## src/rtl/pic_pkg.sv

```systemverilog
// Shared types and helpers for the 8259-style interrupt sequencer: handshake states,
// reset constants and the rotating-priority search used by the resolver.
package pic_pkg;

  localparam int         NUM_IR      = 8;
  localparam logic [2:0] RESET_LP    = 3'd7;
  localparam logic [2:0] SPURIOUS_IR = 3'd7;

  typedef enum logic [1:0] {IDLE, ACK1, ACK2} state_t;

  typedef struct packed {
    logic       found;
    logic [2:0] level;
  } pick_t;

  // Position of a level in the rotating order: 0 = highest priority, 7 = lp itself.
  function automatic logic [2:0] rank(input logic [2:0] lvl, input logic [2:0] lp);
    return lvl - lp - 3'd1;
  endfunction

  function automatic pick_t highest_set(input logic [7:0] vec, input logic [2:0] lp);
    pick_t      res;
    logic [2:0] lvl;
    res = '{found: 1'b0, level: 3'd0};
    // Walk from lowest to highest priority so the highest-priority hit is written last.
    for (int r = NUM_IR - 1; r >= 0; r--) begin
      lvl = lp + 3'(r) + 3'd1;
      if (vec[lvl]) begin
        res.found = 1'b1;
        res.level = lvl;
      end
    end
    return res;
  endfunction

endpackage

```

## src/rtl/rotating_priority_picker.sv

```systemverilog
// Returns the highest-priority set bit of req, where level lp+1 ranks highest.
module rotating_priority_picker
  import pic_pkg::*;
(
  input  logic [7:0] req,
  input  logic [2:0] lp,
  output logic       valid,
  output logic [2:0] level
);

  pick_t w_pick;

  assign w_pick = highest_set(req, lp);
  assign valid  = w_pick.found;
  assign level  = w_pick.level;

endmodule

```

## src/rtl/pic_interrupt_sequencer.sv

```systemverilog
// 8259-style control sequencer: IRR/ISR/priority pointer ownership, the two-pulse
// INTA handshake with vector output, and specific/non-specific/automatic EOI.
module pic_interrupt_sequencer
  import pic_pkg::*;
(
  input  logic       clk,
  input  logic       reset_n,
  input  logic [7:0] ir,
  input  logic [7:0] imr,
  input  logic       ltim,
  input  logic       aeoi,
  input  logic       rotate_on_eoi,
  input  logic [4:0] vector_base,
  input  logic       inta,
  input  logic       eoi_ns,
  input  logic       eoi_s,
  input  logic [2:0] eoi_level,
  output logic       int_out,
  output logic [7:0] data_out,
  output logic       data_oe,
  output logic [7:0] irr,
  output logic [7:0] isr,
  output logic [2:0] active_ir
);

  state_t     r_state, w_state_nxt;
  logic [7:0] r_irr, r_isr, r_ir_q, r_data_out;
  logic [2:0] r_lp, r_active_ir;
  logic       r_data_oe, r_spurious;

  logic       w_isr_top_valid, w_cand_valid;
  logic [2:0] w_isr_top_level, w_cand_level, w_eoi_lvl, w_lp_nxt;
  logic       w_eoi_hit, w_ack1, w_ack2, w_grant, w_aeoi_clr;
  logic [7:0] w_isr_eoi, w_above, w_isr_nxt, w_irr_nxt;
  pick_t      w_post_top;

  rotating_priority_picker u_isr_pick (
    .req   (r_isr),
    .lp    (r_lp),
    .valid (w_isr_top_valid),
    .level (w_isr_top_level)
  );

  rotating_priority_picker u_irr_pick (
    .req   (r_irr & ~imr & w_above),
    .lp    (r_lp),
    .valid (w_cand_valid),
    .level (w_cand_level)
  );

  // EOI is resolved first; nesting and the new grant both see the post-EOI ISR.
  always_comb begin
    // NOTE: every signal driven here gets a default first, so no path can infer a latch.
    w_eoi_hit = 1'b0;
    w_eoi_lvl = eoi_level;
    if (eoi_s) begin
      w_eoi_hit = r_isr[eoi_level];
    end else if (eoi_ns) begin
      w_eoi_lvl = w_isr_top_level;
      w_eoi_hit = w_isr_top_valid;
    end
    w_isr_eoi  = r_isr & ~(w_eoi_hit ? (8'b1 << w_eoi_lvl) : 8'b0);
    w_post_top = highest_set(w_isr_eoi, r_lp);
    for (int l = 0; l < NUM_IR; l++) begin
      w_above[l] = ~w_post_top.found | (rank(3'(l), r_lp) < rank(w_post_top.level, r_lp));
    end
  end

  always_comb begin
    w_state_nxt = r_state;
    w_ack1      = 1'b0;
    w_ack2      = 1'b0;
    case (r_state)
      IDLE:    if (w_cand_valid) w_state_nxt = ACK1;
      ACK1:    if (inta) begin
                 w_ack1      = 1'b1;
                 w_state_nxt = ACK2;
               end
      ACK2:    if (inta) begin
                 w_ack2      = 1'b1;
                 w_state_nxt = IDLE;
               end
      default: w_state_nxt = IDLE;
    endcase
  end

  always_comb begin
    w_grant    = w_ack1 & w_cand_valid;
    w_aeoi_clr = w_ack2 & aeoi & ~r_spurious & w_isr_eoi[r_active_ir];
    w_isr_nxt  = (w_isr_eoi | (w_grant ? (8'b1 << w_cand_level) : 8'b0))
               & ~(w_aeoi_clr ? (8'b1 << r_active_ir) : 8'b0);
    w_irr_nxt  = (ltim ? ir : (r_irr | (ir & ~r_ir_q)))
               & ~(w_grant ? (8'b1 << w_cand_level) : 8'b0);
    w_lp_nxt   = r_lp;
    if (rotate_on_eoi && w_aeoi_clr) begin
      w_lp_nxt = r_active_ir;
    end else if (rotate_on_eoi && w_eoi_hit) begin
      w_lp_nxt = w_eoi_lvl;
    end
  end

  // NOTE: state registers use non-blocking assignments so every flop samples pre-edge values.
  always_ff @(posedge clk or negedge reset_n) begin
    if (!reset_n) begin
      r_state     <= IDLE;
      r_irr       <= 8'h00;
      r_isr       <= 8'h00;
      r_ir_q      <= 8'h00;
      r_lp        <= RESET_LP;
      r_active_ir <= 3'd0;
      r_spurious  <= 1'b0;
      r_data_out  <= 8'h00;
      r_data_oe   <= 1'b0;
    end else begin
      r_state   <= w_state_nxt;
      r_irr     <= w_irr_nxt;
      r_isr     <= w_isr_nxt;
      r_ir_q    <= ir;
      r_lp      <= w_lp_nxt;
      r_data_oe <= w_ack2;
      if (w_ack1) begin
        r_active_ir <= w_cand_valid ? w_cand_level : SPURIOUS_IR;
        r_spurious  <= ~w_cand_valid;
      end
      if (w_ack2) r_data_out <= {vector_base, r_active_ir};
    end
  end

  assign int_out   = (r_state == ACK1);
  assign data_out  = r_data_out;
  assign data_oe   = r_data_oe;
  assign irr       = r_irr;
  assign isr       = r_isr;
  assign active_ir = r_active_ir;

endmodule

```

## config.mk

```make
export PLATFORM = sky130hd
export DESIGN_NAME = pic_interrupt_sequencer
export DESIGN_NICKNAME = d
export VERILOG_FILES = /design/src/rtl/pic_pkg.sv /design/src/rtl/rotating_priority_picker.sv /design/src/rtl/pic_interrupt_sequencer.sv
export SDC_FILE = /design/constraint.sdc
export NUM_CORES = 1
export LEC_CHECK = 0
export CAP_MARGIN = 20
export CORE_ASPECT_RATIO = 1.2
export CORE_UTILIZATION = 45
export CTS_CLUSTER_SIZE = 8
export DETAILED_ROUTE_END_ITERATION = 10
export PLACE_DENSITY = 0.68
export SKIP_CTS_REPAIR_TIMING = 1
export SLEW_MARGIN = 20
export SYNTH_ARGS = -nofsm -noshare
export SYNTH_HDL_FRONTEND = slang
export SYNTH_SLANG_ARGS = --single-unit
export TNS_END_PERCENT = 10
```

## constraint.sdc

```tcl
create_clock -name clk -period 12.2 [get_ports clk]
set_input_delay 2.44 -clock clk [delete_from_list [all_inputs] [get_ports clk]]
set_output_delay 2.44 -clock clk [all_outputs]
set_load 0.01 [all_outputs]
```

=== Word level (Yosys, flattened, before mapping) ===
Cells that the tools add are included.

* Output and inout port bits: 29
* Logic and storage cells: 194
* Flip-flop bits (word level): 42

* Shifts and indexed selects: 3
* Magnitude comparators: 18
* Reduce and logical (&&, ||, !) cells: 5
* Add/sub/neg operators: 32
* Bitwise operators: 28
* Eq/ne operators: 5
* Multiplexer cells: 94

{| class="wikitable"
|+ Operator list
! kind !! number
|-
| two-way mux 4 bit || 24
|-
| binary-select mux 1 bit (select 3 bit) || 26
|-
| AND 8 bit || 6
|-
| less-than comparator 3 x 4 -> 1 bit, second input constant || 10
|-
| NOT 8 bit || 5
|-
| two-way mux 8 bit || 4
|-
| two-way mux 1 bit || 31
|-
| subtractor 3 x 1 -> 3 bit, second input constant || 9
|-
| adder 3 x 1 -> 3 bit, second input constant || 8
|-
| less-than comparator 3 bit || 8
|-
| << shifter 1 x 3 -> 8 bit, first input constant || 3
|-
| OR 8 bit || 2
|-
| two-way mux 3 bit || 5
|-
| adder 3 bit, second input constant || 4
|-
| subtractor 3 bit, first input constant || 4
|-
| OR 1 bit || 8
|-
| adder 3 x 2 -> 3 bit, second input constant || 2
|-
| two-way mux 2 bit || 3
|-
| one-hot mux 2 bit (3 select lines) || 1
|-
| subtractor 1 x 3 -> 3 bit, first input constant || 2
|-
| subtractor 2 x 3 -> 3 bit, first input constant || 2
|-
| AND 1 bit || 4
|-
| != test 2 bit, second input constant || 2
|-
| NOT 1 bit || 3
|-
| other kinds (8) || 9
|}

=== Depth between registers and ports, before layout ===
* Depth in word-level cells: 47
* Mapped depth: 47

=== Modules after synthesis ===
A second synthesis with hierarchy kept.

* Cell total of the unflattened synthesis: 626
* Area total of the unflattened synthesis: 5474.0 µm²

{| class="wikitable"
|+ By module, submodules not included
! module !! times used !! area an instance (µm²) !! cells an instance !! sequential area each (µm²)
|-
| pic_interrupt_sequencer || 1 || 3757.4 || 426 || 1054.8
|-
| rotating_priority_picker || 2 || 858.3 || 100 || 0.0
|}

=== Worst setup path after synthesis ===
Ideal clock, no wire load.

* Kind: reg-to-reg
* Start point: reg r_lp[0]
* End point: reg r_irr[7], in the netlist irr[7]
* Arrival: 9433 ps
* Cell stages (with the launch flop): 42
* Path slack: 2646 ps
* Library setup time: 121 ps
* Path through: dfstp_2 inv_1 buf_2 clkbuf_1 clkbuf_1 clkbuf_1 ha_1 buf_4 mux4_2 mux2_2 a2111oi_4 nand3_1 o41ai_4 nand2b_2 o41ai_4 mux2_2 mux4_2 nand2b_1 [6 not listed] or3_1 o22ai_2 nor3_2 nor2_1 ha_1 inv_1 o211ai_1 a31oi_1 a2111oi_0 a31oi_1 a211o_1 a211oi_1 a21oi_1 a211oi_2 a21oi_2 and2_1 buf_6 o22a_1

* Cells in the longest elaborated chain, start to end: 47
* Elaborated cells on any way between the ends: 135

{| class="wikitable"
|+ RTL lines
! what !! RTL line !! text
|-
| start: declaration || pic_interrupt_sequencer.sv:28 || <nowiki>logic [2:0] r_lp, r_active_ir;</nowiki>
|-
| start signal: assignment || pic_interrupt_sequencer.sv:119 || <nowiki>r_lp <= w_lp_nxt;</nowiki>
|-
| adder 3 bit || pic_pkg.sv:27 || <nowiki>lvl = lp + 3'(r) + 3'd1;</nowiki>
|-
| adder 3 x 1 -> 3 bit || pic_pkg.sv:27 ||
|-
| binary-select mux 1 bit (select 3 bit) || pic_pkg.sv:28 || <nowiki>if (vec[lvl]) begin</nowiki>
|-
| two-way mux 1 bit (not written as such) || pic_pkg.sv:28 ||
|-
| two-way mux 4 bit (8 in series) || pic_pkg.sv:28 ||
|-
| two-way mux 3 bit || pic_interrupt_sequencer.sv:58 || <nowiki>end else if (eoi_ns) begin</nowiki>
|-
| two-way mux 3 bit || pic_interrupt_sequencer.sv:56 || <nowiki>if (eoi_s) begin</nowiki>
|-
| << shifter 1 x 3 -> 8 bit || pic_interrupt_sequencer.sv:62 || <nowiki>w_isr_eoi = r_isr & ~(w_eoi_hit ? (8'b1 << w_eoi_lvl) : 8'b0);</nowiki>
|-
| [19 not listed] || -- ||
|-
| two-way mux 1 bit (not written as such) || pic_pkg.sv:28 ||
|-
| two-way mux 4 bit (7 in series) || pic_pkg.sv:28 ||
|-
| two-way mux 4 bit (*) || pic_pkg.sv:28 ||
|-
| << shifter 1 x 3 -> 8 bit / AND 1 bit (equally long branches) || pic_interrupt_sequencer.sv:93, pic_interrupt_sequencer.sv:88 ||
|-
| two-way mux 8 bit (*) || pic_interrupt_sequencer.sv:93 || <nowiki>& ~(w_grant ? (8'b1 << w_cand_level) : 8'b0);</nowiki>
|-
| NOT 8 bit (*) || pic_interrupt_sequencer.sv:93 ||
|-
| AND 8 bit (*) || pic_interrupt_sequencer.sv:93 ||
|-
| named net w_irr_nxt[7] || pic_interrupt_sequencer.sv:34 || <nowiki>logic [7:0] w_isr_eoi, w_above, w_isr_nxt, w_irr_nxt;</nowiki>
|-
| end signal: assignment || pic_interrupt_sequencer.sv:116 || <nowiki>r_irr <= w_irr_nxt;</nowiki>
|-
| end: declaration || pic_interrupt_sequencer.sv:27 || <nowiki>logic [7:0] r_irr, r_isr, r_ir_q, r_data_out;</nowiki>
|}

The timed path passes the listed nets; every way through them passes the cells marked *. The select of a mux whose other input is x is not followed.
A chain may end at the register's enable or synchronous reset.

=== Final worst setup path ===
* Start point: in eoi_s
* End point: reg r_isr[5], in the netlist isr[5]

* Cells in the longest elaborated chain, start to end: 34
* Elaborated cells on any way between the ends: 84

{| class="wikitable"
|+ RTL lines
! what !! RTL line !! text
|-
| start: declaration || pic_interrupt_sequencer.sv:16 || <nowiki>input logic eoi_s,</nowiki>
|-
| two-way mux 3 bit || pic_interrupt_sequencer.sv:56 ||
|-
| << shifter 1 x 3 -> 8 bit || pic_interrupt_sequencer.sv:62 ||
|-
| two-way mux 8 bit (*) || pic_interrupt_sequencer.sv:62 ||
|-
| NOT 8 bit (*) || pic_interrupt_sequencer.sv:62 ||
|-
| AND 8 bit (*) || pic_interrupt_sequencer.sv:62 ||
|-
| binary-select mux 1 bit (select 3 bit) || pic_pkg.sv:28 ||
|-
| two-way mux 1 bit (not written as such) || pic_pkg.sv:28 ||
|-
| two-way mux 4 bit (8 in series) || pic_pkg.sv:28 ||
|-
| [5 not listed] || -- ||
|-
| binary-select mux 1 bit (select 3 bit) || pic_pkg.sv:28 ||
|-
| two-way mux 1 bit (not written as such) || pic_pkg.sv:28 ||
|-
| two-way mux 4 bit (8 in series) || pic_pkg.sv:28 ||
|-
| << shifter 1 x 3 -> 8 bit / AND 1 bit (equally long branches) || pic_interrupt_sequencer.sv:90, pic_interrupt_sequencer.sv:88 ||
|-
| two-way mux 8 bit || pic_interrupt_sequencer.sv:90 || <nowiki>w_isr_nxt = (w_isr_eoi | (w_grant ? (8'b1 << w_cand_level) : 8'b0))</nowiki>
|-
| OR 8 bit || pic_interrupt_sequencer.sv:90 ||
|-
| AND 8 bit (*) || pic_interrupt_sequencer.sv:91 || <nowiki>& ~(w_aeoi_clr ? (8'b1 << r_active_ir) : 8'b0);</nowiki>
|-
| named net w_isr_nxt[5] || pic_interrupt_sequencer.sv:34 ||
|-
| end signal: assignment || pic_interrupt_sequencer.sv:117 || <nowiki>r_isr <= w_isr_nxt;</nowiki>
|-
| end: declaration || pic_interrupt_sequencer.sv:27 ||
|}

Marked as above.

==> impl_metrics.prom <==
# TYPE chip_impl_metric gauge
chip_impl_metric{name="drv_cap",unit=""} 0
chip_impl_metric{name="area.growth.synth_to_final",unit="%"} 13.51
chip_impl_metric{name="fin_crit",unit="ns"} 10.92
chip_impl_info{name="worst_r2r_endpoint",value="isr[5]"} 1
chip_impl_metric{name="critical-path-max-stage-delay",unit="ns"} 0.59
chip_impl_metric{name="max_fo_critical_path",unit=""} 13
chip_impl_metric{name="drc",unit=""} 0
chip_impl_info{name="ys_dominant_reg_cell",value="sky130_fd_sc_hd__dfrtp_1"} 1
chip_impl_metric{name="synth_warnings",unit=""} 0
chip_impl_metric{name="die_x",unit="um"} 110.0
chip_impl_metric{name="route.antenna.remaining_nets",unit=""} 0
chip_impl_metric{name="core",unit="um^2"} 13700
chip_impl_metric{name="n_fill_cell",unit=""} 1312
chip_impl_info{name="worst_setup_path_start_kind",value="input pin"} 1
chip_impl_metric{name="clkSlewWorstSetupHoldPaths",unit="ns"} 0.06
chip_impl_metric{name="placement.setup.worst_slack",unit="ns"} 1.196
chip_impl_metric{name="grt_pass1_vias",unit=""} 6615
chip_impl_metric{name="clock.fmax",unit="MHz"} 91.61
chip_impl_info{name="worstHoldPathType",value="flip-flop to flip-flop"} 1
chip_impl_info{name="most_common_cell_after_layout_fill_and_taps_aside",value="sky130_fd_sc_hd__nand2_1"} 1
chip_impl_info{name="root_buffer",value="sky130_fd_sc_hd__clkbuf_16"} 1
chip_impl_metric{name="io_buffers",unit=""} 60
chip_impl_metric{name="clock_tree.htree_level_count",unit=""} 2
chip_impl_metric{name="gp_congestion",unit=""} 0.9345
chip_impl_metric{name="placementRows",unit=""} 47
chip_impl_metric{name="layout.cells.non_filler",unit=""} 970
chip_impl_metric{name="clockBufferDepth",unit=""} 2
chip_impl_metric{name="worst_slew_slack_as_a_fraction_of_its_limit",unit=""} 0.3770
chip_impl_info{name="worstSetupEndpointType",value="flip-flop"} 1
chip_impl_metric{name="setup_tns",unit="ns"} 0
chip_impl_metric{name="dpl.hpwl",unit="um"} 17180
chip_impl_info{name="commonest_cells_after_routing_fill_and_taps_aside",value="sky130_fd_sc_hd__nand2_1, sky130_fd_sc_hd__clkdlybuf4s50_1, sky130_fd_sc_hd__nor2_1"} 1
chip_impl_info{name="timing_worst_setup_path_type",value="input pin to flip-flop"} 1
chip_impl_metric{name="global_route.usage.total",unit=""} 0.3277
chip_impl_metric{name="slew_viol_final",unit=""} 0
chip_impl_metric{name="synth_enable_flop_cells",unit=""} 0
chip_impl_info{name="grt_setup_unrepaired",value="no"} 1
chip_impl_metric{name="wl_per_cell",unit="um"} 23.96
chip_impl_info{name="launch_point_of_the_worst_hold_path",value="r_spurious"} 1
chip_impl_metric{name="timing.hold.worst_path_depth",unit=""} 2
chip_impl_metric{name="critPathArrivalTime",unit="ns"} 11.12
chip_impl_metric{name="grt_max_degree",unit=""} 43
chip_impl_metric{name="num-nets-final",unit=""} 839
chip_impl_metric{name="antenna-diode-count",unit=""} 0
chip_impl_metric{name="reg2reg_slack",unit="ns"} 1.36
chip_impl_metric{name="clock_insertion_delay_worst_skew",unit="ns"} 0.29
chip_impl_metric{name="post_synth_inst_count",unit=""} 767
chip_impl_metric{name="worst_ep_required_time",unit="ns"} 12.40
chip_impl_metric{name="synthesis.area_per_instance",unit="um^2"} 8.210
chip_impl_metric{name="final_setup_fails",unit=""} 0
chip_impl_metric{name="clock_sinks",unit=""} 42
chip_impl_metric{name="design.portCount",unit=""} 61
chip_impl_metric{name="finalWirelength",unit="um"} 23250
chip_impl_info{name="cpMaxStageDelayCell",value="sky130_fd_sc_hd__fa_1"} 1
chip_impl_metric{name="first_pass_iters",unit=""} 6
chip_impl_metric{name="netlist_area",unit="um^2"} 6297
chip_impl_metric{name="final_min_period_over_clock_period",unit=""} 0.8947
chip_impl_info{name="cts_tree",value="built"} 1
chip_impl_info{name="timing.critical_path.mode_cell",value="sky130_fd_sc_hd__a21oi_1"} 1
chip_impl_metric{name="detailedRoute.firstIterationViolations",unit=""} 916
chip_impl_metric{name="layout-drive-gt1-share",unit=""} 0.1452
chip_impl_metric{name="die_area",unit="um^2"} 14470
chip_impl_metric{name="grt_pass1_wl",unit="um"} 36720
chip_impl_metric{name="detailroute.via_count",unit=""} 6908
chip_impl_metric{name="ys_types",unit=""} 99
chip_impl_info{name="min_delay_worst_endpoint",value="r_spurious"} 1
chip_impl_metric{name="antenna_found_initial",unit=""} 0
chip_impl_metric{name="setup_ws",unit="ns"} 1.284
chip_impl_metric{name="reg2reg_depth",unit=""} 36
chip_impl_info{name="r2r-start",value="r_lp[0]"} 1
chip_impl_metric{name="cts_inserted_buffers",unit=""} 5
chip_impl_info{name="result_of_the_run",value="complete, no violations"} 1
chip_impl_metric{name="synth-seq-area-share",unit=""} 0.1675
chip_impl_metric{name="die_height",unit="um"} 131.6
chip_impl_metric{name="drt-vias-per-instance",unit=""} 7.122
chip_impl_metric{name="timing_hold_violations_final",unit=""} 0
chip_impl_metric{name="hold_slack_final",unit="ns"} 0.4834
chip_impl_metric{name="clock_skew",unit="ns"} 0.005009
chip_impl_metric{name="tightest_slew",unit="ns"} 0.9344
chip_impl_metric{name="place_inst",unit=""} 962
chip_impl_metric{name="ys_async_sr_fraction",unit=""} 1.000
chip_impl_metric{name="initial_utilization",unit=""} 0.4596
chip_impl_metric{name="synth-seq-cells",unit=""} 42
chip_impl_metric{name="mappedNetlistNets",unit=""} 808
chip_impl_metric{name="grt-ovfl-total",unit=""} 0
-- worst max-delay path: cells and delay by family --
family                     cells  cell delay (ns)
AOI/OAI and AO/OA             21             5.10
adders and majority gates      2             0.91
buffers and inverters          1             0.46
muxes                          2             0.60
and+or+nand+nor                7             1.58
-- synthesized netlist by cell type, types with 10 or more instances --
cell / instances / share of area
sky130_fd_sc_hd__o221ai_1: 16 / 0.022
sky130_fd_sc_hd__nand2_1: 92 / 0.055
sky130_fd_sc_hd__mux4_2: 24 / 0.086
sky130_fd_sc_hd__nand3_1: 19 / 0.015
sky130_fd_sc_hd__or3_1: 10 / 0.0099
sky130_fd_sc_hd__clkbuf_1: 27 / 0.016
sky130_fd_sc_hd__nor2_1: 55 / 0.033
sky130_fd_sc_hd__buf_2: 12 / 0.0095
sky130_fd_sc_hd__mux2_2: 10 / 0.018
sky130_fd_sc_hd__a31oi_1: 13 / 0.013
sky130_fd_sc_hd__a21oi_1: 49 / 0.039
sky130_fd_sc_hd__a211oi_1: 14 / 0.017
sky130_fd_sc_hd__mux2i_1: 33 / 0.052
sky130_fd_sc_hd__nor2b_1: 12 / 0.012
sky130_fd_sc_hd__o31ai_1: 13 / 0.015
sky130_fd_sc_hd__nand2b_1: 17 / 0.017
sky130_fd_sc_hd__nor3_1: 22 / 0.017
sky130_fd_sc_hd__o21ai_0: 30 / 0.024
sky130_fd_sc_hd__o211ai_1: 23 / 0.027
sky130_fd_sc_hd__dfrtp_1: 39 / 0.15
sky130_fd_sc_hd__inv_1: 19 / 0.011
-- through the flow --
step	util	area (um^2)
after global placement	0.5098	6985
after CTS	0.5217	7148
final	0.5217	7148
after global routing	0.5217	7148
after detailed placement	0.5098	6985
after floorplan	-	6297
-- kinds of logic (layout without fill, tap and decap cells) --
family / after synthesis / after routing / synth area share
AND/OR/NAND/NOR: 266 / 266 / 0.2039
adder cells (fa/ha/maj): 9 / 9 / 0.01907
buffers and inverters: 78 / 110 / 0.05663
multiplexers: 73 / 73 / 0.1711
XOR/XNOR: 6 / 6 / 0.01391
AO/OA/AOI/OAI: 293 / 293 / 0.3680
flip-flops: 42 / 42 / 0.1675
-- worst max path at each step --
stage	endpoint	from
floorplan	irr[7]	r_lp[0]
global placement	isr[1]	eoi_s
detailed placement	isr[5]	eoi_s
CTS	isr[5]	eoi_s
global route	isr[5]	r_lp[0]
finish	isr[5]	eoi_s
-- final cells by class --
class	count	area, um^2	share of cell area
Sequential cell	42	1055	0.1476
Clock inverter	1	30.03	0.004201
Inverter	22	82.58	0.01155
Timing Repair Buffer	80	745.7	0.1043
Multi-Input combinational cell	647	4888	0.6839
Clock buffer	7	132.6	0.01855
Tap cell	171	214.0	0.02993
-- layer usage --
metal	GRT usage	wire length (um)	up-vias
li1	-	-	3084
met1	0.4530	9683	3329
met2	0.5198	10980	434
met3	0.03720	1774	61
met4	0.1207	805	0
met5	0	0	-
-- state kept, by name, indices dropped and copies added, names as in the netlist, 2 cells and up --
signal,cells
data_out,8
irr,8
isr,8
r_ir_q,8
active_ir,3
r_lp,3
r_state,2
Power is not shown: default switching activity piles up to over one toggle a cycle in this logic, so the estimate is an artifact.
